[config.mk]
export PLATFORM = sky130hd
export DESIGN_NAME = memio_axi_hp_bridge_flat
export DESIGN_NICKNAME = d
export VERILOG_FILES = /design/src/rtl/memio_axi_hp_bridge_if.sv /design/src/rtl/memio_axi_hp_bridge.sv /design/src/flat_wrapper.sv
export SDC_FILE = /design/constraint.sdc
export NUM_CORES = 1
export LEC_CHECK = 0
export ABC_AREA = 0
export CORE_AREA = 2 2 208 210
export DETAILED_ROUTE_END_ITERATION = 10
export DIE_AREA = 0 0 210 212
export SLEW_MARGIN = 25
export SYNTH_ARGS = -nofsm -noshare
export SYNTH_HDL_FRONTEND = slang
export SYNTH_SLANG_ARGS = --single-unit
[constraint.sdc]
create_clock -name clk -period 5.75 [get_ports clk]
set_clock_uncertainty 0.05 [all_clocks]
set_input_delay 0.575 -clock clk [delete_from_list [all_inputs] [get_ports clk]]
set_output_delay 0.575 -clock clk [all_outputs]
set_load 0.01 [all_outputs]
[src/rtl/memio_axi_hp_bridge_if.sv]
// MemIO <-> AXI HP0 signal bundle. The bridge takes the master modport; the
// surrounding Top/PS wiring (or a bench) plays the slave side.
interface memio_axi_hp_bridge_if #(
  parameter int ADDR_BITS = 26,
  parameter int TAG_BITS  = 5,
  parameter int ID_BITS   = 6
);
  logic                 mem_req_cmd_valid;
  logic                 mem_req_cmd_ready;
  logic [ADDR_BITS-1:0] mem_req_cmd_addr;
  logic [TAG_BITS-1:0]  mem_req_cmd_tag;
  logic                 mem_req_cmd_rw;
  logic                 mem_req_data_valid;
  logic                 mem_req_data_ready;
  logic [127:0]         mem_req_data_bits;
  logic                 mem_resp_valid;
  logic                 mem_resp_ready;
  logic [127:0]         mem_resp_data;
  logic [TAG_BITS-1:0]  mem_resp_tag;

  logic                 axi_arvalid;
  logic                 axi_arready;
  logic [31:0]          axi_araddr;
  logic [ID_BITS-1:0]   axi_arid;
  logic                 axi_awvalid;
  logic                 axi_awready;
  logic [31:0]          axi_awaddr;
  logic [ID_BITS-1:0]   axi_awid;
  logic                 axi_wvalid;
  logic                 axi_wready;
  logic [63:0]          axi_wdata;
  logic                 axi_wlast;
  logic                 axi_bvalid;
  logic                 axi_bready;
  logic [1:0]           axi_bresp;
  logic                 axi_rvalid;
  logic                 axi_rready;
  logic [63:0]          axi_rdata;
  logic [ID_BITS-1:0]   axi_rid;
  logic                 axi_rlast;

  logic                 err_bresp;
  logic                 err_rproto;
  logic [2:0]           wr_outstanding;

  modport master (
    input  mem_req_cmd_valid, mem_req_cmd_addr, mem_req_cmd_tag, mem_req_cmd_rw,
    input  mem_req_data_valid, mem_req_data_bits, mem_resp_ready,
    input  axi_arready, axi_awready, axi_wready, axi_bvalid, axi_bresp,
    input  axi_rvalid, axi_rdata, axi_rid, axi_rlast,
    output mem_req_cmd_ready, mem_req_data_ready, mem_resp_valid, mem_resp_data, mem_resp_tag,
    output axi_arvalid, axi_araddr, axi_arid, axi_awvalid, axi_awaddr, axi_awid,
    output axi_wvalid, axi_wdata, axi_wlast, axi_bready, axi_rready,
    output err_bresp, err_rproto, wr_outstanding
  );

  modport slave (
    output mem_req_cmd_valid, mem_req_cmd_addr, mem_req_cmd_tag, mem_req_cmd_rw,
    output mem_req_data_valid, mem_req_data_bits, mem_resp_ready,
    output axi_arready, axi_awready, axi_wready, axi_bvalid, axi_bresp,
    output axi_rvalid, axi_rdata, axi_rid, axi_rlast,
    input  mem_req_cmd_ready, mem_req_data_ready, mem_resp_valid, mem_resp_data, mem_resp_tag,
    input  axi_arvalid, axi_araddr, axi_arid, axi_awvalid, axi_awaddr, axi_awid,
    input  axi_wvalid, axi_wdata, axi_wlast, axi_bready, axi_rready,
    input  err_bresp, err_rproto, wr_outstanding
  );
endinterface

[src/rtl/memio_axi_hp_bridge.sv]
// Rocket MemIO (128-bit, tagged) to 64-bit AXI HP0 bridge: one 8-beat INCR burst
// per 64-byte block, write-response tracking, read beat pairing with backpressure.
module memio_axi_hp_bridge #(
  parameter int         ADDR_BITS   = 26,
  parameter int         TAG_BITS    = 5,
  parameter int         ID_BITS     = 6,
  parameter logic [3:0] BASE_NIBBLE = 4'h1,
  parameter int         MAX_WR_OUT  = 4
) (
  input logic                   clk,
  input logic                   reset,
  memio_axi_hp_bridge_if.master bus
);

  typedef enum logic [1:0] {IDLE, RD_ADDR, WR_ADDR, WR_DATA} state_e;

  localparam logic [2:0] MAX_CNT = 3'(MAX_WR_OUT);

  state_e              state_q, state_d;
  logic [2:0]          beat_q, beat_d;
  logic [2:0]          wr_cnt_q, wr_cnt_d;
  logic                err_b_q, err_b_d;
  logic                err_r_q, err_r_d;
  logic                rphase_q, rphase_d;
  logic [2:0]          rbeat_q, rbeat_d;
  logic                resp_vld_q, resp_vld_d;
  logic [63:0]         lo_q;
  logic [ID_BITS-1:0]  rid_q;
  logic [127:0]        resp_data_q;
  logic [TAG_BITS-1:0] resp_tag_q;

  logic        arvalid, awvalid, wvalid, wlast, cmd_ready, data_ready, rready;
  logic [63:0] wdata;
  logic [31:0] blk_addr;
  logic        aw_hs, w_hs, r_hs;
  logic        unused_addr_hi;

  // Only 22 block-address bits reach the 256 MB HP window.
  assign blk_addr       = {BASE_NIBBLE, bus.mem_req_cmd_addr[21:0], 6'b0};
  assign unused_addr_hi = ^bus.mem_req_cmd_addr[ADDR_BITS-1:22];

  assign aw_hs = awvalid & bus.axi_awready;
  assign w_hs  = wvalid & bus.axi_wready;
  assign r_hs  = bus.axi_rvalid & rready;

  always_ff @(posedge clk or posedge reset) begin
    if (reset) begin
      state_q    <= IDLE;
      beat_q     <= '0;
      wr_cnt_q   <= '0;
      err_b_q    <= 1'b0;
      err_r_q    <= 1'b0;
      rphase_q   <= 1'b0;
      rbeat_q    <= '0;
      resp_vld_q <= 1'b0;
    end else begin
      state_q    <= state_d;
      beat_q     <= beat_d;
      wr_cnt_q   <= wr_cnt_d;
      err_b_q    <= err_b_d;
      err_r_q    <= err_r_d;
      rphase_q   <= rphase_d;
      rbeat_q    <= rbeat_d;
      resp_vld_q <= resp_vld_d;
    end
  end

  always_comb begin
    state_d = state_q;
    case (state_q)
      IDLE: begin
        if (bus.mem_req_cmd_valid && !bus.mem_req_cmd_rw)
          state_d = RD_ADDR;
        else if (bus.mem_req_cmd_valid && bus.mem_req_cmd_rw &&
                 bus.mem_req_data_valid && (wr_cnt_q < MAX_CNT))
          state_d = WR_ADDR;
      end
      RD_ADDR: if (bus.axi_arready) state_d = IDLE;
      WR_ADDR: if (bus.axi_awready) state_d = WR_DATA;
      WR_DATA: if (w_hs && (beat_q == 3'd7)) state_d = IDLE;
      default: state_d = IDLE;
    endcase
  end

  // Command is acknowledged only when its address phase completes.
  always_comb begin
    arvalid    = 1'b0;
    awvalid    = 1'b0;
    wvalid     = 1'b0;
    wlast      = 1'b0;
    wdata      = '0;
    cmd_ready  = 1'b0;
    data_ready = 1'b0;
    case (state_q)
      RD_ADDR: begin
        arvalid   = 1'b1;
        cmd_ready = bus.axi_arready;
      end
      WR_ADDR: begin
        awvalid   = 1'b1;
        cmd_ready = bus.axi_awready;
      end
      WR_DATA: begin
        wvalid     = bus.mem_req_data_valid;
        wdata      = beat_q[0] ? bus.mem_req_data_bits[127:64] : bus.mem_req_data_bits[63:0];
        wlast      = (beat_q == 3'd7);
        data_ready = bus.axi_wready & beat_q[0];
      end
      default: ;
    endcase
  end

  always_comb begin
    beat_d = beat_q;
    if (aw_hs)
      beat_d = '0;
    else if (w_hs)
      beat_d = beat_q + 3'd1;

    wr_cnt_d = wr_cnt_q;
    if (aw_hs && !bus.axi_bvalid)
      wr_cnt_d = wr_cnt_q + 3'd1;
    else if (!aw_hs && bus.axi_bvalid && (wr_cnt_q != 3'd0))
      wr_cnt_d = wr_cnt_q - 3'd1;

    err_b_d = err_b_q | (bus.axi_bvalid & (bus.axi_bresp != 2'b00));
  end

  // Phase-1 beats stall only while a finished response is still waiting.
  assign rready = !reset & (!rphase_q | !resp_vld_q | bus.mem_resp_ready);

  always_comb begin
    rphase_d   = rphase_q ^ r_hs;
    rbeat_d    = rbeat_q + 3'(r_hs);
    err_r_d    = err_r_q;
    resp_vld_d = resp_vld_q;
    if (r_hs && ((bus.axi_rlast != (rbeat_q == 3'd7)) ||
                 (rphase_q && (bus.axi_rid != rid_q))))
      err_r_d = 1'b1;
    if (r_hs && rphase_q)
      resp_vld_d = 1'b1;
    else if (bus.mem_resp_ready)
      resp_vld_d = 1'b0;
  end

  always_ff @(posedge clk) begin
    if (r_hs && !rphase_q) begin
      lo_q  <= bus.axi_rdata;
      rid_q <= bus.axi_rid;
    end
    if (r_hs && rphase_q) begin
      resp_data_q <= {bus.axi_rdata, lo_q};
      resp_tag_q  <= bus.axi_rid[TAG_BITS-1:0];
    end
  end

  assign bus.mem_req_cmd_ready  = cmd_ready;
  assign bus.mem_req_data_ready = data_ready;
  assign bus.mem_resp_valid     = resp_vld_q;
  assign bus.mem_resp_data      = resp_vld_q ? resp_data_q : '0;
  assign bus.mem_resp_tag       = resp_vld_q ? resp_tag_q : '0;
  assign bus.axi_arvalid        = arvalid;
  assign bus.axi_araddr         = arvalid ? blk_addr : '0;
  assign bus.axi_arid           = arvalid ? {{(ID_BITS-TAG_BITS){1'b0}}, bus.mem_req_cmd_tag} : '0;
  assign bus.axi_awvalid        = awvalid;
  assign bus.axi_awaddr         = awvalid ? blk_addr : '0;
  assign bus.axi_awid           = '0;
  assign bus.axi_wvalid         = wvalid;
  assign bus.axi_wdata          = wdata;
  assign bus.axi_wlast          = wlast;
  assign bus.axi_bready         = 1'b1;
  assign bus.axi_rready         = rready;
  assign bus.err_bresp          = err_b_q;
  assign bus.err_rproto         = err_r_q;
  assign bus.wr_outstanding     = wr_cnt_q;

endmodule
[src/flat_wrapper.sv]
// flat-port wrapper written by rule: the top's interface ports become plain ports
module memio_axi_hp_bridge_flat 
#(
  parameter int         ADDR_BITS   = 26,
  parameter int         TAG_BITS    = 5,
  parameter int         ID_BITS     = 6,
  parameter logic [3:0] BASE_NIBBLE = 4'h1,
  parameter int         MAX_WR_OUT  = 4
)
  (clk, reset, bus_mem_req_cmd_valid, bus_mem_req_cmd_addr, bus_mem_req_cmd_tag, bus_mem_req_cmd_rw, bus_mem_req_data_valid, bus_mem_req_data_bits, bus_mem_resp_ready, bus_axi_arready, bus_axi_awready, bus_axi_wready, bus_axi_bvalid, bus_axi_bresp, bus_axi_rvalid, bus_axi_rdata, bus_axi_rid, bus_axi_rlast, bus_mem_req_cmd_ready, bus_mem_req_data_ready, bus_mem_resp_valid, bus_mem_resp_data, bus_mem_resp_tag, bus_axi_arvalid, bus_axi_araddr, bus_axi_arid, bus_axi_awvalid, bus_axi_awaddr, bus_axi_awid, bus_axi_wvalid, bus_axi_wdata, bus_axi_wlast, bus_axi_bready, bus_axi_rready, bus_err_bresp, bus_err_rproto, bus_wr_outstanding);
  memio_axi_hp_bridge_if #(.ADDR_BITS(ADDR_BITS), .TAG_BITS(TAG_BITS), .ID_BITS(ID_BITS)) bus_i ();
  input logic clk;
  input logic reset;
  input wire logic [$bits(bus_i.mem_req_cmd_valid)-1:0] bus_mem_req_cmd_valid;
  input wire logic [$bits(bus_i.mem_req_cmd_addr)-1:0] bus_mem_req_cmd_addr;
  input wire logic [$bits(bus_i.mem_req_cmd_tag)-1:0] bus_mem_req_cmd_tag;
  input wire logic [$bits(bus_i.mem_req_cmd_rw)-1:0] bus_mem_req_cmd_rw;
  input wire logic [$bits(bus_i.mem_req_data_valid)-1:0] bus_mem_req_data_valid;
  input wire logic [$bits(bus_i.mem_req_data_bits)-1:0] bus_mem_req_data_bits;
  input wire logic [$bits(bus_i.mem_resp_ready)-1:0] bus_mem_resp_ready;
  input wire logic [$bits(bus_i.axi_arready)-1:0] bus_axi_arready;
  input wire logic [$bits(bus_i.axi_awready)-1:0] bus_axi_awready;
  input wire logic [$bits(bus_i.axi_wready)-1:0] bus_axi_wready;
  input wire logic [$bits(bus_i.axi_bvalid)-1:0] bus_axi_bvalid;
  input wire logic [$bits(bus_i.axi_bresp)-1:0] bus_axi_bresp;
  input wire logic [$bits(bus_i.axi_rvalid)-1:0] bus_axi_rvalid;
  input wire logic [$bits(bus_i.axi_rdata)-1:0] bus_axi_rdata;
  input wire logic [$bits(bus_i.axi_rid)-1:0] bus_axi_rid;
  input wire logic [$bits(bus_i.axi_rlast)-1:0] bus_axi_rlast;
  output wire logic [$bits(bus_i.mem_req_cmd_ready)-1:0] bus_mem_req_cmd_ready;
  output wire logic [$bits(bus_i.mem_req_data_ready)-1:0] bus_mem_req_data_ready;
  output wire logic [$bits(bus_i.mem_resp_valid)-1:0] bus_mem_resp_valid;
  output wire logic [$bits(bus_i.mem_resp_data)-1:0] bus_mem_resp_data;
  output wire logic [$bits(bus_i.mem_resp_tag)-1:0] bus_mem_resp_tag;
  output wire logic [$bits(bus_i.axi_arvalid)-1:0] bus_axi_arvalid;
  output wire logic [$bits(bus_i.axi_araddr)-1:0] bus_axi_araddr;
  output wire logic [$bits(bus_i.axi_arid)-1:0] bus_axi_arid;
  output wire logic [$bits(bus_i.axi_awvalid)-1:0] bus_axi_awvalid;
  output wire logic [$bits(bus_i.axi_awaddr)-1:0] bus_axi_awaddr;
  output wire logic [$bits(bus_i.axi_awid)-1:0] bus_axi_awid;
  output wire logic [$bits(bus_i.axi_wvalid)-1:0] bus_axi_wvalid;
  output wire logic [$bits(bus_i.axi_wdata)-1:0] bus_axi_wdata;
  output wire logic [$bits(bus_i.axi_wlast)-1:0] bus_axi_wlast;
  output wire logic [$bits(bus_i.axi_bready)-1:0] bus_axi_bready;
  output wire logic [$bits(bus_i.axi_rready)-1:0] bus_axi_rready;
  output wire logic [$bits(bus_i.err_bresp)-1:0] bus_err_bresp;
  output wire logic [$bits(bus_i.err_rproto)-1:0] bus_err_rproto;
  output wire logic [$bits(bus_i.wr_outstanding)-1:0] bus_wr_outstanding;
  assign bus_i.mem_req_cmd_valid = bus_mem_req_cmd_valid;
  assign bus_i.mem_req_cmd_addr = bus_mem_req_cmd_addr;
  assign bus_i.mem_req_cmd_tag = bus_mem_req_cmd_tag;
  assign bus_i.mem_req_cmd_rw = bus_mem_req_cmd_rw;
  assign bus_i.mem_req_data_valid = bus_mem_req_data_valid;
  assign bus_i.mem_req_data_bits = bus_mem_req_data_bits;
  assign bus_i.mem_resp_ready = bus_mem_resp_ready;
  assign bus_i.axi_arready = bus_axi_arready;
  assign bus_i.axi_awready = bus_axi_awready;
  assign bus_i.axi_wready = bus_axi_wready;
  assign bus_i.axi_bvalid = bus_axi_bvalid;
  assign bus_i.axi_bresp = bus_axi_bresp;
  assign bus_i.axi_rvalid = bus_axi_rvalid;
  assign bus_i.axi_rdata = bus_axi_rdata;
  assign bus_i.axi_rid = bus_axi_rid;
  assign bus_i.axi_rlast = bus_axi_rlast;
  assign bus_mem_req_cmd_ready = bus_i.mem_req_cmd_ready;
  assign bus_mem_req_data_ready = bus_i.mem_req_data_ready;
  assign bus_mem_resp_valid = bus_i.mem_resp_valid;
  assign bus_mem_resp_data = bus_i.mem_resp_data;
  assign bus_mem_resp_tag = bus_i.mem_resp_tag;
  assign bus_axi_arvalid = bus_i.axi_arvalid;
  assign bus_axi_araddr = bus_i.axi_araddr;
  assign bus_axi_arid = bus_i.axi_arid;
  assign bus_axi_awvalid = bus_i.axi_awvalid;
  assign bus_axi_awaddr = bus_i.axi_awaddr;
  assign bus_axi_awid = bus_i.axi_awid;
  assign bus_axi_wvalid = bus_i.axi_wvalid;
  assign bus_axi_wdata = bus_i.axi_wdata;
  assign bus_axi_wlast = bus_i.axi_wlast;
  assign bus_axi_bready = bus_i.axi_bready;
  assign bus_axi_rready = bus_i.axi_rready;
  assign bus_err_bresp = bus_i.err_bresp;
  assign bus_err_rproto = bus_i.err_rproto;
  assign bus_wr_outstanding = bus_i.wr_outstanding;
  memio_axi_hp_bridge #(.ADDR_BITS(ADDR_BITS), .TAG_BITS(TAG_BITS), .ID_BITS(ID_BITS), .BASE_NIBBLE(BASE_NIBBLE), .MAX_WR_OUT(MAX_WR_OUT)) u_core (.clk(clk), .reset(reset), .bus(bus_i));
endmodule
==> metrics.cfg <==
[clock_tree]
htreeDepth=1
post_cts_buffers=0
clockBufferDepth=3
clk_latency_ns=0.52
cts_root_buf=clkbuf_16
cts_resized=0
clkSlewWorstSetupHoldPaths_ns=0.07
cts_sinks=218
cts_tree=done
ctsHoldBuffers=0
cts_buffers=24

[timing]
setup_violations=0
rsz0062_at_grt=no
max_slew_margin=0.438
min_period_ns=3.55
period_share=0.617
finalHoldViolCount=0
fin_tns_setup_ns=0
timing.fmax_mhz=282
tightest_slew_ns=0.843
finalMaxSlewViolations=0

[place]
place_area_um2=15100
io_buffers=499
dpl.hpwl_um=24500
gp_congestion=0.887

[floorplan]
start_util=0.226
die_h_um=212
die_width_um=210
die_area_um2=44500
num_rows=76
pin_count=530
core_area_um2=42500

[pwr]
power_frac_seq=0.372
power_frac_comb=0.359
power.density_nw_per_um2=356
internal-power_uw=3980
clkPwrFrac=0.269
leakage_uw=0.00551
p_sw_uw=1690
swShare=0.298
vdd_drop_max_uv=287

[job]
drv_cap=0

[logic_synthesis]
synthMuxAreaShare=0.0726
yosys.area_share.xor_xnor=0.00821
netlist_top_cells_area=edfxtp_1, and2_1, mux2i_1
syn_area_um2=9600
synth-seq-cells=218
synth-simple-area-share=0.172
synth_top_family_by_area=simple AND/OR/NAND/NOR gates
yosysUniqueCellTypes=34
synth_compound_area_frac=0.0154
synth_top_cell_area_share=0.635
avgSynthCellArea_um2=14.2
ys_warn_count=0
synthCells=676
yosys.area.top_type=edfxtp_1
synth_fa_ha_area_frac=0.0151
ys_seq_area_frac=0.674

[routing]
avgRoutedWirePerCell_um=18.3
first_pass_iters=4
drtIter0Drc=225
post_drt_via_cell_ratio=3.96
finalWirelength_um=31600
via_count=6844
drc=0
postRouteAntennaNets=0

[global_routing]
met2_usage=0.238
grt_use_met1=0.152
antenna_found_initial=3
met3_usage=0.0544
grt_busiest_layer=met2
grt_pass1_vias=7003
grt_pass1_wl_um=44600
grt_max_degree=92
grt_overflow=0
grt_usage=0.134

[critical_path]
critPathSlowestCell=dfrtp_4
startpoint_type=flop
critical_path.max_stage_delay_ns=0.87
path_class=reg2out
cp_max_fo=39
required_ns=5.12
cp_cell_sequence=buf_4, mux2i_1, nor2b_1, clkdlybuf4s50_1
cp.arrival_ns=2.93
end_kind=output pin

[cells_and_area]
most-common-layout-cells=clkdlybuf4s50_1, edfxtp_1, and2_1, mux2i_1, nor2b_1
antenna-diode-count=0
post-route-util=0.374
syn_to_final_growth_pct=65.6
layout_commonest_cell=clkdlybuf4s50_1
drive_gt1_frac=0.0405
final_nets=1420
design_area_um2=15900

[worst_hold_path]
min_path_type=reg2reg

[run_status]
status=finished clean

==> power groups by stage <==
| stage | Clock (µW) | Sequential, µW | Combinational, µW |
|---|---|---|---|
| 2_1_floorplan | 0 | 2080 | 979 |
| 3_3_place_gp | 0 | 2130 | 2050 |
| 3_5_place_dp | 0 | 2140 | 2060 |
| 4_1_cts | 1570 | 2110 | 2070 |
| 5_1_grt | 1640 | 2140 | 2190 |
| 6_report | 1520 | 2110 | 2030 |
==> cell type report <==
cell class,instances,area (µm²)
Tap cell,546,683
Fill cell,4093,26600
Sequential cell,218,6480
Timing Repair Buffer,503,5060
Multi-Input combinational cell,408,2850
Clock buffer,28,637
Inverter,11,41.3
Clock inverter,16,145
==> critical path: cells and delay by family, from the launching register on <==
kind	cells	cell delay (ns)
and+or+nand+nor	1	0.10
DFF	1	0.87
muxes	1	0.37
buffers and inverters	2	1.04
==> metal layers <==
| layer | up-vias | share of wire |
|---|---|---|
| met1 | 3216 | 0.39 |
| met4 | 6 | 0.016 |
| li1 | 3278 | - |
| met2 | 308 | 0.50 |
| met3 | 36 | 0.10 |
| met5 | - | 0.00095 |
==> metrics by stage <==
stage | hold WS (ns) | setup slack, ns | std cells | total power [µW]
after floorplan | 0.350 | 0.859 | 700 | 3050
after global placement | 0.351 | 2.40 | 1685 | 4180
after detailed placement | 0.355 | 2.40 | 1686 | 4210
after CTS | 0.342 | 2.09 | 1730 | 5760
after global routing | 0.351 | 2.05 | 1730 | 5960
final | 0.356 | 2.20 | 1730 | 5660
==> registers in the layout (all words and copies together) (netlist names) <==
signal	count
u_core.resp_data_q	128
u_core.lo_q	64
u_core.rid_q	6
u_core.resp_tag_q	5
u_core.beat_q	3
u_core.bus.wr_outstanding	3
u_core.rbeat_q	3
u_core.state_q	2
u_core.bus.err_bresp	1
u_core.bus.err_rproto	1
u_core.bus.mem_resp_valid	1
u_core.rphase_q	1
==> final timing paths <==
| check | start | end | slack [ns] | cells after the start |
|---|---|---|---|---|
| hold reg to reg | u_core.lo_q[0]$_DFFE_PP_ | u_core.resp_data_q[0]$_DFFE_PP_ | 0.36 | 0 |
| setup / recovery | u_core.beat_q[0]$_DFFE_PP0P_ | bus_axi_wdata[5] | 2.20 | 4 |
| hold / removal | u_core.lo_q[0]$_DFFE_PP_ | u_core.resp_data_q[0]$_DFFE_PP_ | 0.36 | 0 |
| setup reg to reg | u_core.bus.mem_resp_valid$_DFFE_PP0P_ | u_core.resp_data_q[91]$_DFFE_PP_ | 2.86 | 4 |
| max in group asynchronous | reset | u_core.beat_q[0]$_DFFE_PP0P_ | 4.68 | 2 |
| min in group asynchronous | reset | u_core.bus.err_rproto$_DFFE_PP0P_ | 0.45 | 2 |
==> cell usage after synthesis <==
cell type    n
o22ai_1      1
a21boi_0     1
and2_1     185
edfxtp_1   203
o21ai_0      6
mux2_4       1
o211ai_1     1
nor2_1       5
a21oi_1      8
mux2i_1     67
buf_4       33
mux2_1       1
a221o_1      1
o21a_1       1
fa_1         1
buf_2        2
nor3_1       1
nand2_1      3
o21ai_1      2
a31oi_1      2
dfrtp_1     15
nand4_1      1
clkbuf_1    28
and3_1       1
nand3_1      6
o22a_1       1
inv_1       11
xnor2_1      5
nor2b_1     65
ha_1        10
nand2b_1     1
conb_1       2
xor2_1       4
a21o_1       1
==> cells by family (layout without fill, tap and decap cells) <==
kind of cell | Yosys count | count (layout)
flops | 218 | 218
xor+xnor | 9 | 9
buf+inv | 74 | 558
other cells | 2 | 26
fa+ha+maj | 11 | 11
simple gates | 268 | 268
mux | 69 | 69
compound gates | 25 | 25
No activity file was read; power rests on OpenSTA's default activity.
